$ cat src/rtl/sram_port_arbiter_if.sv
// sram_port_arbiter_if: requester handshakes and SRAM s1 pins of the capture SRAM arbiter.
interface sram_port_arbiter_if #(parameter int ADDR_W = 18, parameter int DATA_W = 32);
    logic              wr_req;
    logic [ADDR_W-1:0] wr_addr;
    logic [DATA_W-1:0] wr_wdata;
    logic              wr_ack;
    logic              rd_req;
    logic [ADDR_W-1:0] rd_addr;
    logic [DATA_W-1:0] rd_data;
    logic              rd_valid;
    logic              arb_busy;
    logic [ADDR_W-1:0] s1_Addr;
    logic [DATA_W-1:0] s1_WD;
    logic [DATA_W-1:0] s1_RD;
    logic              s1_OE;
    logic              s1_WE;
    modport slave (
        input  wr_req, wr_addr, wr_wdata, rd_req, rd_addr, s1_RD,
        output wr_ack, rd_data, rd_valid, arb_busy, s1_Addr, s1_WD, s1_OE, s1_WE
    );
    modport master (
        output wr_req, wr_addr, wr_wdata, rd_req, rd_addr, s1_RD,
        input  wr_ack, rd_data, rd_valid, arb_busy, s1_Addr, s1_WD, s1_OE, s1_WE
    );
endinterface

$ cat src/rtl/sram_port_arbiter.sv
// sram_port_arbiter: shares SRAM port s1 between a priority writer and a reader.
// Define SRAM_ARB_FAIRNESS_EN to force a read after MAX_WR_BURST writes while a read waits.
module sram_port_arbiter #(
    parameter int ADDR_W       = 18,
    parameter int DATA_W       = 32,
    parameter int RD_LAT       = 1,
    parameter int MAX_WR_BURST = 8
) (
    input logic                clk,
    input logic                reset_n,
    sram_port_arbiter_if.slave bus
);
    localparam logic [3:0] LAT_M1 = 4'((RD_LAT < 1 ? 1 : RD_LAT) - 1);
    typedef enum logic [1:0] {IDLE, WRITE, WREC, READ} state_t;
    state_t            state, state_d;
    logic [3:0]        cnt, cnt_d;
    logic [ADDR_W-1:0] addr_d;
    logic [DATA_W-1:0] wd_d, rdata_d;
    logic              oe_d, we_d, ack_d, valid_d, rd_ok, grant_wr, grant_rd;
    // the rd_valid cycle still shows the completed request, so no read is re-granted in it
    assign rd_ok = bus.rd_req && !bus.rd_valid;
`ifdef SRAM_ARB_FAIRNESS_EN
    logic [3:0] fair, fair_d;
    assign grant_wr = bus.wr_req && !(rd_ok && fair == 4'(MAX_WR_BURST));
    assign fair_d   = state != IDLE ? fair : (rd_ok && grant_wr) ? fair + 4'd1 : 4'd0;
`else
    assign grant_wr = bus.wr_req;
`endif
    assign grant_rd     = !grant_wr && rd_ok;
    assign bus.arb_busy = state != IDLE;
    always_ff @(posedge clk or negedge reset_n) begin
        if (!reset_n) begin
            state        <= IDLE;
            cnt          <= '0;
            bus.s1_Addr  <= '1;
            bus.s1_WD    <= '0;
            bus.s1_OE    <= 1'b1;
            bus.s1_WE    <= 1'b1;
            bus.wr_ack   <= 1'b0;
            bus.rd_valid <= 1'b0;
            bus.rd_data  <= '0;
`ifdef SRAM_ARB_FAIRNESS_EN
            fair         <= '0;
`endif
        end else begin
            state        <= state_d;
            cnt          <= cnt_d;
            bus.s1_Addr  <= addr_d;
            bus.s1_WD    <= wd_d;
            bus.s1_OE    <= oe_d;
            bus.s1_WE    <= we_d;
            bus.wr_ack   <= ack_d;
            bus.rd_valid <= valid_d;
            bus.rd_data  <= rdata_d;
`ifdef SRAM_ARB_FAIRNESS_EN
            fair         <= fair_d;
`endif
        end
    end
    always_comb begin
        state_d = state == IDLE  ? (grant_wr ? WRITE : grant_rd ? READ : IDLE) :
                  state == WRITE ? WREC :
                  (state == READ && cnt != 4'd0) ? READ : IDLE;
    end
    always_comb begin
        cnt_d   = cnt;
        addr_d  = bus.s1_Addr;
        wd_d    = bus.s1_WD;
        oe_d    = bus.s1_OE;
        we_d    = 1'b1;
        ack_d   = 1'b0;
        valid_d = 1'b0;
        rdata_d = bus.rd_data;
        case (state)
            IDLE:
                if (grant_wr) begin
                    addr_d = bus.wr_addr;
                    wd_d   = bus.wr_wdata;
                    we_d   = 1'b0;
                    ack_d  = 1'b1;
                end else if (grant_rd) begin
                    addr_d = bus.rd_addr;
                    oe_d   = 1'b0;
                    cnt_d  = LAT_M1;
                end
            READ:
                if (cnt != 4'd0) cnt_d = cnt - 4'd1;
                else begin
                    rdata_d = bus.s1_RD;
                    valid_d = 1'b1;
                    oe_d    = 1'b1;
                end
            default: ;
        endcase
    end
endmodule

$ cat src/flat_wrapper.sv
// flat-port wrapper written by rule: the top's interface ports become plain ports
module sram_port_arbiter_flat 
#(
    parameter int ADDR_W       = 18,
    parameter int DATA_W       = 32,
    parameter int RD_LAT       = 1,
    parameter int MAX_WR_BURST = 8
)
  (clk, reset_n, bus_wr_req, bus_wr_addr, bus_wr_wdata, bus_rd_req, bus_rd_addr, bus_s1_RD, bus_wr_ack, bus_rd_data, bus_rd_valid, bus_arb_busy, bus_s1_Addr, bus_s1_WD, bus_s1_OE, bus_s1_WE);
  sram_port_arbiter_if #(.ADDR_W(ADDR_W), .DATA_W(DATA_W)) bus_i ();
  input logic clk;
  input logic reset_n;
  input wire logic [$bits(bus_i.wr_req)-1:0] bus_wr_req;
  input wire logic [$bits(bus_i.wr_addr)-1:0] bus_wr_addr;
  input wire logic [$bits(bus_i.wr_wdata)-1:0] bus_wr_wdata;
  input wire logic [$bits(bus_i.rd_req)-1:0] bus_rd_req;
  input wire logic [$bits(bus_i.rd_addr)-1:0] bus_rd_addr;
  input wire logic [$bits(bus_i.s1_RD)-1:0] bus_s1_RD;
  output wire logic [$bits(bus_i.wr_ack)-1:0] bus_wr_ack;
  output wire logic [$bits(bus_i.rd_data)-1:0] bus_rd_data;
  output wire logic [$bits(bus_i.rd_valid)-1:0] bus_rd_valid;
  output wire logic [$bits(bus_i.arb_busy)-1:0] bus_arb_busy;
  output wire logic [$bits(bus_i.s1_Addr)-1:0] bus_s1_Addr;
  output wire logic [$bits(bus_i.s1_WD)-1:0] bus_s1_WD;
  output wire logic [$bits(bus_i.s1_OE)-1:0] bus_s1_OE;
  output wire logic [$bits(bus_i.s1_WE)-1:0] bus_s1_WE;
  assign bus_i.wr_req = bus_wr_req;
  assign bus_i.wr_addr = bus_wr_addr;
  assign bus_i.wr_wdata = bus_wr_wdata;
  assign bus_i.rd_req = bus_rd_req;
  assign bus_i.rd_addr = bus_rd_addr;
  assign bus_i.s1_RD = bus_s1_RD;
  assign bus_wr_ack = bus_i.wr_ack;
  assign bus_rd_data = bus_i.rd_data;
  assign bus_rd_valid = bus_i.rd_valid;
  assign bus_arb_busy = bus_i.arb_busy;
  assign bus_s1_Addr = bus_i.s1_Addr;
  assign bus_s1_WD = bus_i.s1_WD;
  assign bus_s1_OE = bus_i.s1_OE;
  assign bus_s1_WE = bus_i.s1_WE;
  sram_port_arbiter #(.ADDR_W(ADDR_W), .DATA_W(DATA_W), .RD_LAT(RD_LAT), .MAX_WR_BURST(MAX_WR_BURST)) u_core (.clk(clk), .reset_n(reset_n), .bus(bus_i));
endmodule
$ cat config.mk
export PLATFORM = sky130hd
export DESIGN_NAME = sram_port_arbiter_flat
export DESIGN_NICKNAME = d
export VERILOG_FILES = /design/src/rtl/sram_port_arbiter_if.sv /design/src/rtl/sram_port_arbiter.sv /design/src/flat_wrapper.sv
export SDC_FILE = /design/constraint.sdc
export NUM_CORES = 1
export LEC_CHECK = 0
export ABC_AREA = 1
export CAP_MARGIN = 20
export CORE_ASPECT_RATIO = 0.75
export CORE_MARGIN = 2
export CORE_UTILIZATION = 40
export DETAILED_ROUTE_END_ITERATION = 12
export HOLD_SLACK_MARGIN = 0.02
export PLACE_DENSITY = 0.83
export SLEW_MARGIN = 20
export SYNTH_ARGS = -nofsm -noshare
export SYNTH_HDL_FRONTEND = slang
export SYNTH_SLANG_ARGS = --single-unit
$ cat constraint.sdc
create_clock -name clk -period 1.63 [get_ports clk]
set_clock_uncertainty 0.15 [all_clocks]
set_input_delay 0.326 -clock clk [delete_from_list [all_inputs] [get_ports clk]]
set_output_delay 0.326 -clock clk [all_outputs]
set_load 0.02 [all_outputs]
# Word-level counts from Yosys, hierarchy flattened
# Cells that the tools add are included.
[totals]
regBits = 92
latch_bits = 0
ramBits = 0
mem_bits_ro = 0
in_bits = 104
out_inout_bits = 87
memories = 0
[classes]
n_addsub = 1
multipliers = 0
div = 0
n_lt_le_gt_ge = 0
n_eq_ne = 6
shift = 0
muxes = 21
bitwise = 1
n_reduce_logical = 15
[op_table]
columns = ["op", "n"]
rows = [
  ["two-way mux 18 bit", 2],
  ["two-way mux 4 bit", 3],
  ["two-way mux 2 bit", 5],
  ["two-way mux 1 bit", 9],
  ["case mux 4 bit (2 select lines)", 1],
  ["AND reduction 4 bit", 2],
  ["inequality test 2 bit, second input constant", 3],
  ["AND reduction 2 bit", 3],
  ["nonzero test 2 bit", 3],
  ["nonzero test 4 bit", 1],
  ["subtractor 4 x 1 -> 4 bit, second input constant", 1],
  ["logical AND 1 bit", 3],
  ["== test 2 x 1 -> 1 bit, second input constant", 1],
  ["== test 2 bit, second input constant", 1],
  ["logical NOT 1 bit", 2],
  ["logical NOT 2 bit", 1],
  ["inequality test 2 x 1 -> 1 bit, second input constant", 1],
  ["case mux 1 bit (2 select lines)", 1],
  ["NOT 1 bit", 1],
]

# Logic depth before layout (Yosys ltp)
# Gate-level depths: netlist of run 1.
[logic_depth]
ltp_word = 6
depth_mapped = 8

# Least setup slack after synthesis of run 1
# Ideal clock, no wire load.
[synth_path]
path_kind = "register to register"
startpoint = "register u_core.cnt[0]"
endpoint = "register u_core.bus.rd_data[10]"
setup_ns = 0.116
arrival_time_ns = 1.118
required_time_ns = 1.364
setup_slack_ns = 0.246
path_stages_with_launch = 7
n_path_buf = 1
synth_period_minus_slack_ns = 1.384
path_cell_list = "dfrtp_1 -> inv_1 -> ha_1 -> nand3_4 -> clkbuf_1 -> nand2_1 -> nand2_1"
[synth_via]
elab_chain_cells = 3
[synth_rtl]
columns = ["element", "line_no", "rtl"]
rows = [
  ["start: declaration", "sram_port_arbiter.sv:16", "logic [3:0] cnt, cnt_d;"],
  ["start signal: assignment", "sram_port_arbiter.sv:47", "cnt <= cnt_d;"],
  ["nonzero test 4 bit", "sram_port_arbiter.sv:87", "if (cnt != 4'd0) cnt_d = cnt - 4'd1;"],
  ["NOT 1 bit (no line)", "-", ""],
  ["AND reduction 2 bit (no line)", "-", ""],
  ["end signal: assignment", "sram_port_arbiter.sv:54", "bus.rd_data <= rdata_d;"],
  ["end: declaration", "sram_port_arbiter_if.sv:19", "output wr_ack, rd_data, rd_valid, arb_busy, s1_Addr, s1_WD, s1_OE, s1_WE"],
]
# No other way between the ends.
# A chain may end at the register's enable or synchronous reset.

# Final worst setup path of run 1
[layout_path]
startpoint = "register u_core.bus.s1_Addr[10]"
endpoint = "output bus_s1_Addr[10]"
[layout_lines]
columns = ["element", "line_no", "rtl"]
rows = [
  ["start: declaration", "sram_port_arbiter_if.sv:19", ""],
  ["start signal: assignment", "sram_port_arbiter.sv:48", "bus.s1_Addr <= addr_d;"],
  ["end: declaration", "flat_wrapper.sv:23", "output wire logic [$bits(bus_i.s1_Addr)-1:0] bus_s1_Addr;"],
]
# No word-level cell between the ends.

==> flow_metrics.py, run 1 <==
metrics = {
    "outcome": {
        "status": "finished clean",
    },
    "critical_path": {
        "worstPathArrival_ns": 1.12,
        "cp_num_buf_inv": 1,
        "cp_slowest_cell": "dfstp_2",
        "critPathMaxFanout": 2,
        "reg2reg_slack_ns": 0.11,
        "critical-path-top-delay-family": "flip-flops",
        "cp-start-kind": "flip-flop",
        "critPathRequiredTime_ns": 1.15,
        "r2r_start": "u_core.cnt[0]",
        "worstSetupPathType": "reg2out",
        "cp_cell_sequence": "clkdlybuf4s15_2",
        "setup.worst_path.start": "u_core.bus.s1_Addr[10]",
        "critPathCaptureType": "primary output",
        "cpPeakStageDelay_ns": 0.53,
    },
    "clocking": {
        "insertion_delay_ns": 0.34,
        "clk_pin_slew_ns": 0.06,
        "cts_max_path_buffers": 2,
        "cts_tree": "done",
        "htree_levels": 3,
        "cts_buffers": 9,
        "cts_sinks": 92,
        "cts-root-buf": "clkbuf_16",
    },
    "logic_synthesis": {
        "avgSynthCellArea_sq_um": 9.45,
        "seq_area_frac_synth": 0.608,
        "synth-seq-cells": 92,
        "yosysWarnings": 0,
        "synth_area_sq_um": 3830,
        "syn_inst": 405,
        "syn_nets": 511,
        "yosysUniqueCellTypes": 23,
    },
    "global_route": {
        "grt_max_degree": 93,
        "antenna_found_initial": 0,
        "grt_pass1_wl_um": 16400,
        "track_usage": 0.206,
        "grt-ovfl-total": 0,
        "grt_pass1_vias": 3467,
    },
    "place": {
        "dp_hpwl_um": 7570,
        "dpl-instance-area_sq_um": 5970,
        "dp_cells": 726,
        "gp_congestion": 0.740,
        "pre_cts_ws_ns": -0.157,
        "io_buffers": 190,
    },
    "route": {
        "routed_wl_um": 10300,
        "wl_met3_um": 846,
        "avgRoutedWirePerCell_um": 13.8,
        "vias_per_cell": 4.54,
        "wl_met2_um": 5040,
        "drt-initial-drc-count": 184,
        "wl_met1_um": 4270,
        "ant_nets": 0,
        "vias": 3381,
        "drc": 0,
        "dr.pass1.iters": 4,
        "highest_layer": "met4",
    },
    "floorplanning": {
        "dieWidth_um": 117,
        "io_pins": 191,
        "dieArea_sq_um": 10400,
        "core_region_area_sq_um": 9160,
        "die_h_um": 88.7,
        "initial_utilization": 0.418,
        "rows": 30,
    },
    "power_and_ir_drop": {
        "peakVddDrop_mv": 1.14,
        "p_per_area_nw_per_um2": 1930,
        "power_leakage_uw": 0.00313,
    },
    "hold_path": {
        "hp-start": "u_core.bus.s1_OE",
        "hold_class": "reg2reg",
    },
    "finish": {
        "fill_cells": 782,
        "stdcell_area_sq_um": 6110,
        "layout_common_cells": "nand2_1 (208), clkdlybuf4s50_1 (102), dfrtp_1 (72)",
        "drive_above_1_share": 0.162,
        "antenna_cells": 0,
        "fin_cells": 744,
        "layout_commonest_cell": "nand2_1",
        "nets": 717,
        "areaGrowthSynthToFinish_pct": 59.6,
    },
    "sta": {
        "rsz0062_at_grt": "false",
        "fmax_mhz": 627,
        "worstMarginPinSlew_ns": 0.499,
        "maxSlewViolCount": 0,
        "setup_slack_ns": 0.0352,
        "fin_crit_sh": 0.978,
        "fin_crit_ns": 1.59,
        "tns_ns": 0,
        "max_slew_margin": 0.667,
        "hold_viol": 0,
        "setup_viol": 0,
    },
    "run": {
        "drv_cap": 0,
    },
}
[stage by stage]
stage | hold slack, ns | utilization | power, uW
after floorplan | -0.120 | - | 7480
after global placement | 0.255 | 0.652 | 10400
after detailed placement | 0.264 | 0.652 | 10600
after CTS | 0.319 | 0.678 | 12000
after global routing | 0.338 | 0.667 | 12600
final | 0.313 | 0.667 | 11800
[final cells by class]
cell class                      count  area, sq um  share of cell area
Clock inverter                      6         65.1              0.0107
Tap cell                          128          160              0.0262
Timing Repair Buffer              212         1950               0.320
Multi-Input combinational cell    287         1340               0.219
Inverter                            9         33.8             0.00553
Sequential cell                    92         2330               0.381
Clock buffer                       10          229              0.0375
[flip-flops by register name, indices dropped and copies added (netlist names)]
register	cells
u_core.bus.s1_OE	1
u_core.bus.rd_data	32
u_core.bus.s1_WE	1
u_core.state	2
u_core.bus.rd_valid	1
u_core.cnt	4
u_core.bus.wr_ack	1
u_core.bus.s1_Addr	18
u_core.bus.s1_WD	32
[final timing paths]
kind,cells after the start,to
worst max register to register,6,u_core.bus.rd_data[17]
worst max-delay path,1,bus_s1_Addr[10]
worst min-delay path,2,u_core.bus.s1_OE
worst min register to register,2,u_core.bus.s1_OE
min in group asynchronous,3,u_core.bus.rd_data[29]
max in group asynchronous,3,u_core.bus.s1_Addr[15]
[power by group]
part,internal [uW],switching (uW)
Sequential,3540,559
Clock,1190,871
Combinational,2200,3410
[routing by layer]
| layer | vias to the layer above | track usage |
|---|---|---|
| met1 | 1595 | 0.247 |
| met3 | 13 | 0.0836 |
| li1 | 1665 | - |
| met2 | 108 | 0.348 |
| met4 | 0 | 0.0524 |
| met5 | - | 0 |
[timing repair]
| action | 4_1_cts | 5_1_grt |
|---|---|---|
| buffers inserted | 1 | 0 |
| endpoints found under the setup margin | 87 | 16 |
| resized for setup | 132 | 16 |
| hold endpoints to repair | 72 | 0 |
| hold buffers | 1 | 0 |
[worst reg2reg max path, cell delays in order (launching register included)]
cell     delay (ns)
dfrtp_1        0.39
inv_1          0.13
ha_1           0.24
nand3_4        0.11
buf_4          0.24
nand2_1        0.10
nand2_1        0.06
[cells by family after synthesis]
| family | synth area share |
|---|---|
| and+or+nand+nor | 0.255 |
| DFF | 0.608 |
| buffers and inverters | 0.0425 |
| AOI/OAI and AO/OA | 0.0386 |
| muxes | 0.0471 |
| adders and majority gates | 0.00654 |
| xor gates and xnor gates | 0.00229 |
[synthesized netlist by cell type]
cell        n  area [sq um]
dfrtp_1    72          1800
nand3_1     6          30.0
buf_8       2          30.0
o211ai_1    1          7.51
nand2_2     2          12.5
nand2_4     2          22.5
inv_2       3          11.3
nor2_1     23          86.3
xnor2_1     1          8.76
nand2_1   208           781
clkbuf_1    5          18.8
nor2_2      3          18.8
buf_4       7          52.6
dfstp_2    20           526
a21oi_2    12           105
inv_1       6          22.5
buf_2       1          5.00
ha_1        2          25.0
a21oi_1     7          35.0
nand3_4     1          17.5
mux2i_1    18           180
buf_6       2          22.5
nand3b_1    1          7.51
Note: power is estimated with default switching activity, not from simulation.
==> inputs of run 2 (changes only) <==
- CORE_UTILIZATION: 40 -> 23
- PLACE_DENSITY: 0.83 -> 0.54
==> run 2 against run 1 <==
Against the previous run:
- global-route usage is 8.3 points lower
- fmax is 0.93% higher
- via count decreased by 0.21%
- utilization fell by 28 points
- sequential share of layout area decreased by 1.1 points
- combinational power hardly changed
- final area increased by 2.9%
- non-clock buffer count up 1
- first-iteration DRC count shrank 41%
- critical endpoint is now bus_s1_WE
- largest cell class unchanged
- highest routed layer unchanged
==> flow_metrics.py, run 2 (synthesized netlist as in run 1, its figures left out) <==
metrics = {
    "route": {
        "drc": 0,
        "vias": 3374,
        "avgRoutedWirePerCell_um": 12.7,
        "vias_per_cell": 4.08,
        "dr.pass1.iters": 4,
        "drt-initial-drc-count": 108,
        "ant_nets": 0,
        "routed_wl_um": 10500,
    },
    "power_and_ir_drop": {
        "power_leakage_uw": 0.00318,
        "power_uw": 12100,
        "clock_power_share": 0.196,
        "seqPwrFrac": 0.339,
        "power.switching_uw": 4810,
        "p_per_area_nw_per_um2": 1930,
        "internal-power_uw": 7310,
        "swShare": 0.397,
        "pwr-share-comb": 0.465,
        "peakVddDrop_mv": 0.780,
    },
    "clocking": {
        "cts_max_path_buffers": 2,
        "insertion_delay_ns": 0.34,
        "cts_buffers": 9,
        "cts_tree": "done",
        "postCtsSetupBuffers": 0,
        "cts_sinks": 92,
        "clk_pin_slew_ns": 0.06,
        "cts-root-buf": "clkbuf_16",
        "htree_levels": 3,
    },
    "floorplanning": {
        "dieWidth_um": 153,
        "initial_utilization": 0.237,
        "rows": 40,
        "die_h_um": 116,
        "core_region_area_sq_um": 16200,
        "dieArea_sq_um": 17700,
        "io_pins": 191,
    },
    "sta": {
        "hold_slack_ns": 0.319,
        "maxSlewViolCount": 0,
        "worstMarginPinSlew_ns": 0.382,
        "hold_viol": 0,
        "fin_crit_sh": 0.969,
        "fmax_mhz": 633,
        "max_slew_margin": 0.745,
        "rsz0062_at_grt": "false",
        "fin_crit_ns": 1.58,
        "setup_viol": 0,
    },
    "critical_path": {
        "cp_num_buf_inv": 1,
        "critPathMaxFanout": 1,
        "critical-path-top-delay-family": "flip-flops",
        "cp_slowest_cell": "dfstp_2",
        "critPathRequiredTime_ns": 1.15,
        "worstPathArrival_ns": 1.10,
        "cpPeakStageDelay_ns": 0.51,
        "critPathCaptureType": "primary output",
        "cp-start-kind": "flip-flop",
        "cp_cell_sequence": "clkdlybuf4s15_2",
        "worstSetupPathType": "reg2out",
    },
    "hold_path": {
        "hold_class": "in2async",
    },
    "finish": {
        "layout_commonest_cell": "nand2_1",
        "layout_common_cells": "nand2_1 (208), clkdlybuf4s50_1 (102), dfrtp_1 (72)",
        "nets": 718,
        "antenna_cells": 0,
        "stdcell_area_sq_um": 6280,
        "drive_above_1_share": 0.170,
        "reg_top3": "u_core.bus.rd_data (32), u_core.bus.s1_WD (32), u_core.bus.s1_Addr (18)",
        "fill_cells": 1602,
        "areaGrowthSynthToFinish_pct": 64.2,
    },
    "global_route": {
        "antenna_found_initial": 0,
        "track_usage": 0.123,
        "grt-ovfl-total": 0,
        "grt_pass1_wl_um": 17100,
        "grt_pass1_vias": 3401,
        "grt_max_degree": 47,
    },
    "run": {
        "drv_cap": 0,
    },
    "outcome": {
        "status": "finished clean",
    },
    "place": {
        "dpl-instance-area_sq_um": 6110,
        "gp_congestion": 0.821,
        "io_buffers": 190,
        "dp_hpwl_um": 7840,
    },
}
run 2: changes by cell type in the layout (fill, tap and decap cells not counted), moves of 2 or more:
| cell | change |
|---|---|
| bufinv_16 | +2 |
| clkinv_2 | +3 |
| clkinvlp_4 | -3 |
| buf_12 | +2 |
run 2: power groups by stage:
stage	Combinational [uW]	Sequential, uW	Clock, uW
after floorplan	2070	5410	0
after global placement	6430	4140	0
after detailed placement	6510	4150	0
after CTS	5790	4120	2480
after global routing	6190	4260	2560
final	5640	4100	2380
run 2: path summary, 6_finish.rpt:
check                                          start                      to  slack [ns]  cells past startpoint
max in group asynchronous                    reset_n        u_core.bus.s1_WE        0.38                      3
worst min register to register  u_core.bus.s1_WD[13]    u_core.bus.s1_WD[13]        0.32                      2
worst max-delay path                u_core.bus.s1_WE               bus_s1_WE        0.05                      1
worst min-delay path                         reset_n  u_core.bus.rd_data[10]        0.32                      2
min in group clk                u_core.bus.s1_WD[13]    u_core.bus.s1_WD[13]        0.32                      2
worst max register to register         u_core.cnt[0]  u_core.bus.rd_data[22]        0.11                      7
run 2: stage by stage:
| stage | worst slack, ns | cells | setup TNS, ns | utilization |
|---|---|---|---|---|
| global route | 0.00744 | 827 | 0 | 0.389 |
| global placement | -0.236 | 810 | -7.50 | 0.378 |
| finish | 0.0499 | 827 | 0 | 0.389 |
| detailed placement | -0.235 | 810 | -7.27 | 0.378 |
| CTS | 0.000787 | 827 | 0 | 0.391 |
| floorplan | 0.246 | 405 | 0 | - |
run 2: area by class of cell:
class / instances / area, sq um / share of cell area
well taps: 210 / 263 / 0.0418
inverters: 9 / 33.8 / 0.00538
clock buffers: 9 / 225 / 0.0358
repair buffers: 213 / 1980 / 0.315
multi-input cells: 287 / 1340 / 0.213
clock inverters: 7 / 114 / 0.0181
flip-flops and latches: 92 / 2330 / 0.370
run 2: repair_timing:
item                                   in CTS  in global routing
resized for setup                         142                  9
setup endpoints to repair                  87                 11
hold buffers                                1                  0
endpoints found under the hold margin      20                  0
pin swaps                                   0                  0
run 2: metal layers:
layer / up-vias / share of wire / global-route usage
met5: - / 0 / 0
met4: 0 / 0.020 / 0.0481
met3: 16 / 0.11 / 0.0613
met2: 148 / 0.43 / 0.185
met1: 1536 / 0.44 / 0.151
li1: 1674 / - / -
==> inputs of run 3 (changes only) <==
- CORE_ASPECT_RATIO: 0.75 -> default
==> run 3 against run 2 <==
Against the previous run:
- routed wire length grew 6.0%
- non-clock buffer count is 1 lower
- via count shrank 0.50%
- sequential power about the same
- global-route usage is 0.69 points higher
- combinational power is essentially flat
- clock power shrank 10%
- critical endpoint is now bus_s1_Addr[6]
- largest cell class unchanged
==> flow_metrics.py, run 3 (synthesized netlist as in run 1, its figures left out) <==
metrics = {
    "clocking": {
        "clk_pin_slew_ns": 0.06,
        "insertion_delay_ns": 0.34,
        "postCtsSetupBuffers": 0,
        "cts_buffers": 9,
        "cts-root-buf": "clkbuf_16",
        "cts_sinks": 92,
        "cts_max_path_buffers": 2,
        "htree_levels": 3,
        "cts_tree": "done",
    },
    "finish": {
        "nets": 717,
        "reg_top3": "u_core.bus.rd_data (32), u_core.bus.s1_WD (32), u_core.bus.s1_Addr (18)",
        "drive_above_1_share": 0.167,
        "post-route-util": 0.382,
        "areaGrowthSynthToFinish_pct": 63.7,
        "fill_cells": 1633,
        "antenna_cells": 0,
        "layout_common_cells": "nand2_1 (208), clkdlybuf4s50_1 (102), dfrtp_1 (72)",
        "layout_commonest_cell": "nand2_1",
    },
    "floorplanning": {
        "io_pins": 191,
        "rows": 47,
        "die_h_um": 133,
        "dieArea_sq_um": 17700,
        "core_region_area_sq_um": 16400,
        "initial_utilization": 0.233,
        "dieWidth_um": 133,
    },
    "critical_path": {
        "reg2reg_depth": 9,
        "r2r_start": "u_core.state[1]",
        "critPathMaxFanout": 2,
        "worstPathArrival_ns": 1.13,
        "cp_cell_sequence": "clkdlybuf4s15_2",
        "worstSetupPathType": "reg2out",
        "critPathCaptureType": "primary output",
        "cpPeakStageDelay_ns": 0.53,
        "reg2reg_slack_ns": 0.12,
        "cp_slowest_cell": "dfstp_2",
        "r2r-end": "u_core.cnt[3]",
        "cp_num_buf_inv": 1,
        "critical-path-top-delay-family": "flip-flops",
        "cp-start-kind": "flip-flop",
        "critPathRequiredTime_ns": 1.15,
    },
    "outcome": {
        "status": "finished clean",
    },
    "route": {
        "drt-initial-drc-count": 134,
        "vias_per_cell": 4.02,
        "ant_nets": 0,
        "avgRoutedWirePerCell_um": 13.4,
        "vias": 3357,
        "routed_wl_um": 11200,
        "dr.pass1.iters": 4,
        "drc": 0,
    },
    "sta": {
        "hold_viol": 0,
        "setup_viol": 0,
        "hold_slack_ns": 0.319,
        "fin_crit_ns": 1.60,
        "maxSlewViolCount": 0,
        "worstMarginPinSlew_ns": 0.510,
        "max_slew_margin": 0.660,
        "fin_crit_sh": 0.983,
        "rsz0062_at_grt": "false",
        "fmax_mhz": 624,
    },
    "hold_path": {
        "hold_class": "reg2reg",
        "hp-start": "u_core.bus.s1_OE",
        "min_path_cells": 2,
        "hold_end": "u_core.bus.s1_OE",
    },
    "place": {
        "io_buffers": 190,
        "dp_hpwl_um": 8140,
        "gp_congestion": 0.736,
    },
    "global_route": {
        "track_usage": 0.129,
        "antenna_found_initial": 0,
        "grt_pass1_wl_um": 18000,
        "grt_max_degree": 93,
        "grt-ovfl-total": 0,
        "grt_pass1_vias": 3445,
    },
    "power_and_ir_drop": {
        "p_per_area_nw_per_um2": 1900,
        "peakVddDrop_mv": 0.584,
        "power_leakage_uw": 0.00315,
    },
    "run": {
        "drv_cap": 0,
    },
}
[run 3: changes by cell type in the layout (fill, tap and decap cells not counted), sizes merged]
| cell | before | now |
|---|---|---|
| buf | 43 | 38 |
| clkdlybuf4s15 | 1 | 5 |
| clkbuf | 9 | 12 |
| bufinv | 3 | 1 |
| clkinv | 3 | 2 |
| clkinvlp | 0 | 1 |
| inv | 10 | 9 |
[run 3: worst max-delay path by stage]
stage | from | endpoint | slack (ns) | cells after the start
after floorplan | u_core.cnt[0] | u_core.bus.rd_data[10] | 0.25 | 6
after global placement | bus_wr_req | u_core.bus.s1_Addr[9] | -0.14 | 4
after detailed placement | bus_wr_req | u_core.bus.s1_Addr[9] | -0.15 | 4
after CTS | u_core.bus.s1_Addr[4] | bus_s1_Addr[4] | 0.0003 | 1
after global routing | u_core.bus.s1_Addr[6] | bus_s1_Addr[6] | 0.002 | 1
final | u_core.bus.s1_Addr[6] | bus_s1_Addr[6] | 0.03 | 1
[run 3: cell type report]
class / count / area (sq um) / area share
Clock inverter: 4 / 47.5 / 0.00759
Clock buffer: 12 / 256 / 0.0409
Multi-Input combinational cell: 287 / 1340 / 0.214
Sequential cell: 92 / 2330 / 0.371
Inverter: 9 / 33.8 / 0.00539
Timing Repair Buffer: 212 / 1990 / 0.317
Tap cell: 220 / 275 / 0.0439
[run 3: routing by layer]
metal,global-route usage,up-vias,part of all wire
met1,0.157,1559,0.43
met4,0.0568,0,0.018
met3,0.0421,14,0.077
met2,0.211,119,0.47
met5,0,-,0
li1,-,1665,-
[run 3: through the flow]
stage                     setup WS [ns]  TNS [ns]  total power (uW)  std cells  cell area (sq um)
after floorplan                   0.246         0              7480        405               3830
after CTS                      0.000324         0             12200        836               6330
after detailed placement         -0.152     -4.60             10700        819               6110
after global placement           -0.142     -4.16             10600        819               6110
after global routing            0.00174         0             12800        836               6270
final                            0.0276         0             11900        836               6270
[run 3: what timing repair did]
action / 4_1_cts / 5_1_grt
setup endpoints to repair: 87 / 30
cloned: 0 / 0
endpoints found under the hold margin: 72 / 0
gates resized for setup: 134 / 13
hold buffers: 1 / 0
[run 3: report_power, final]
group	switching [uW]	internal, uW
Sequential	567	3540
Clock	875	1270
Combinational	3400	2270
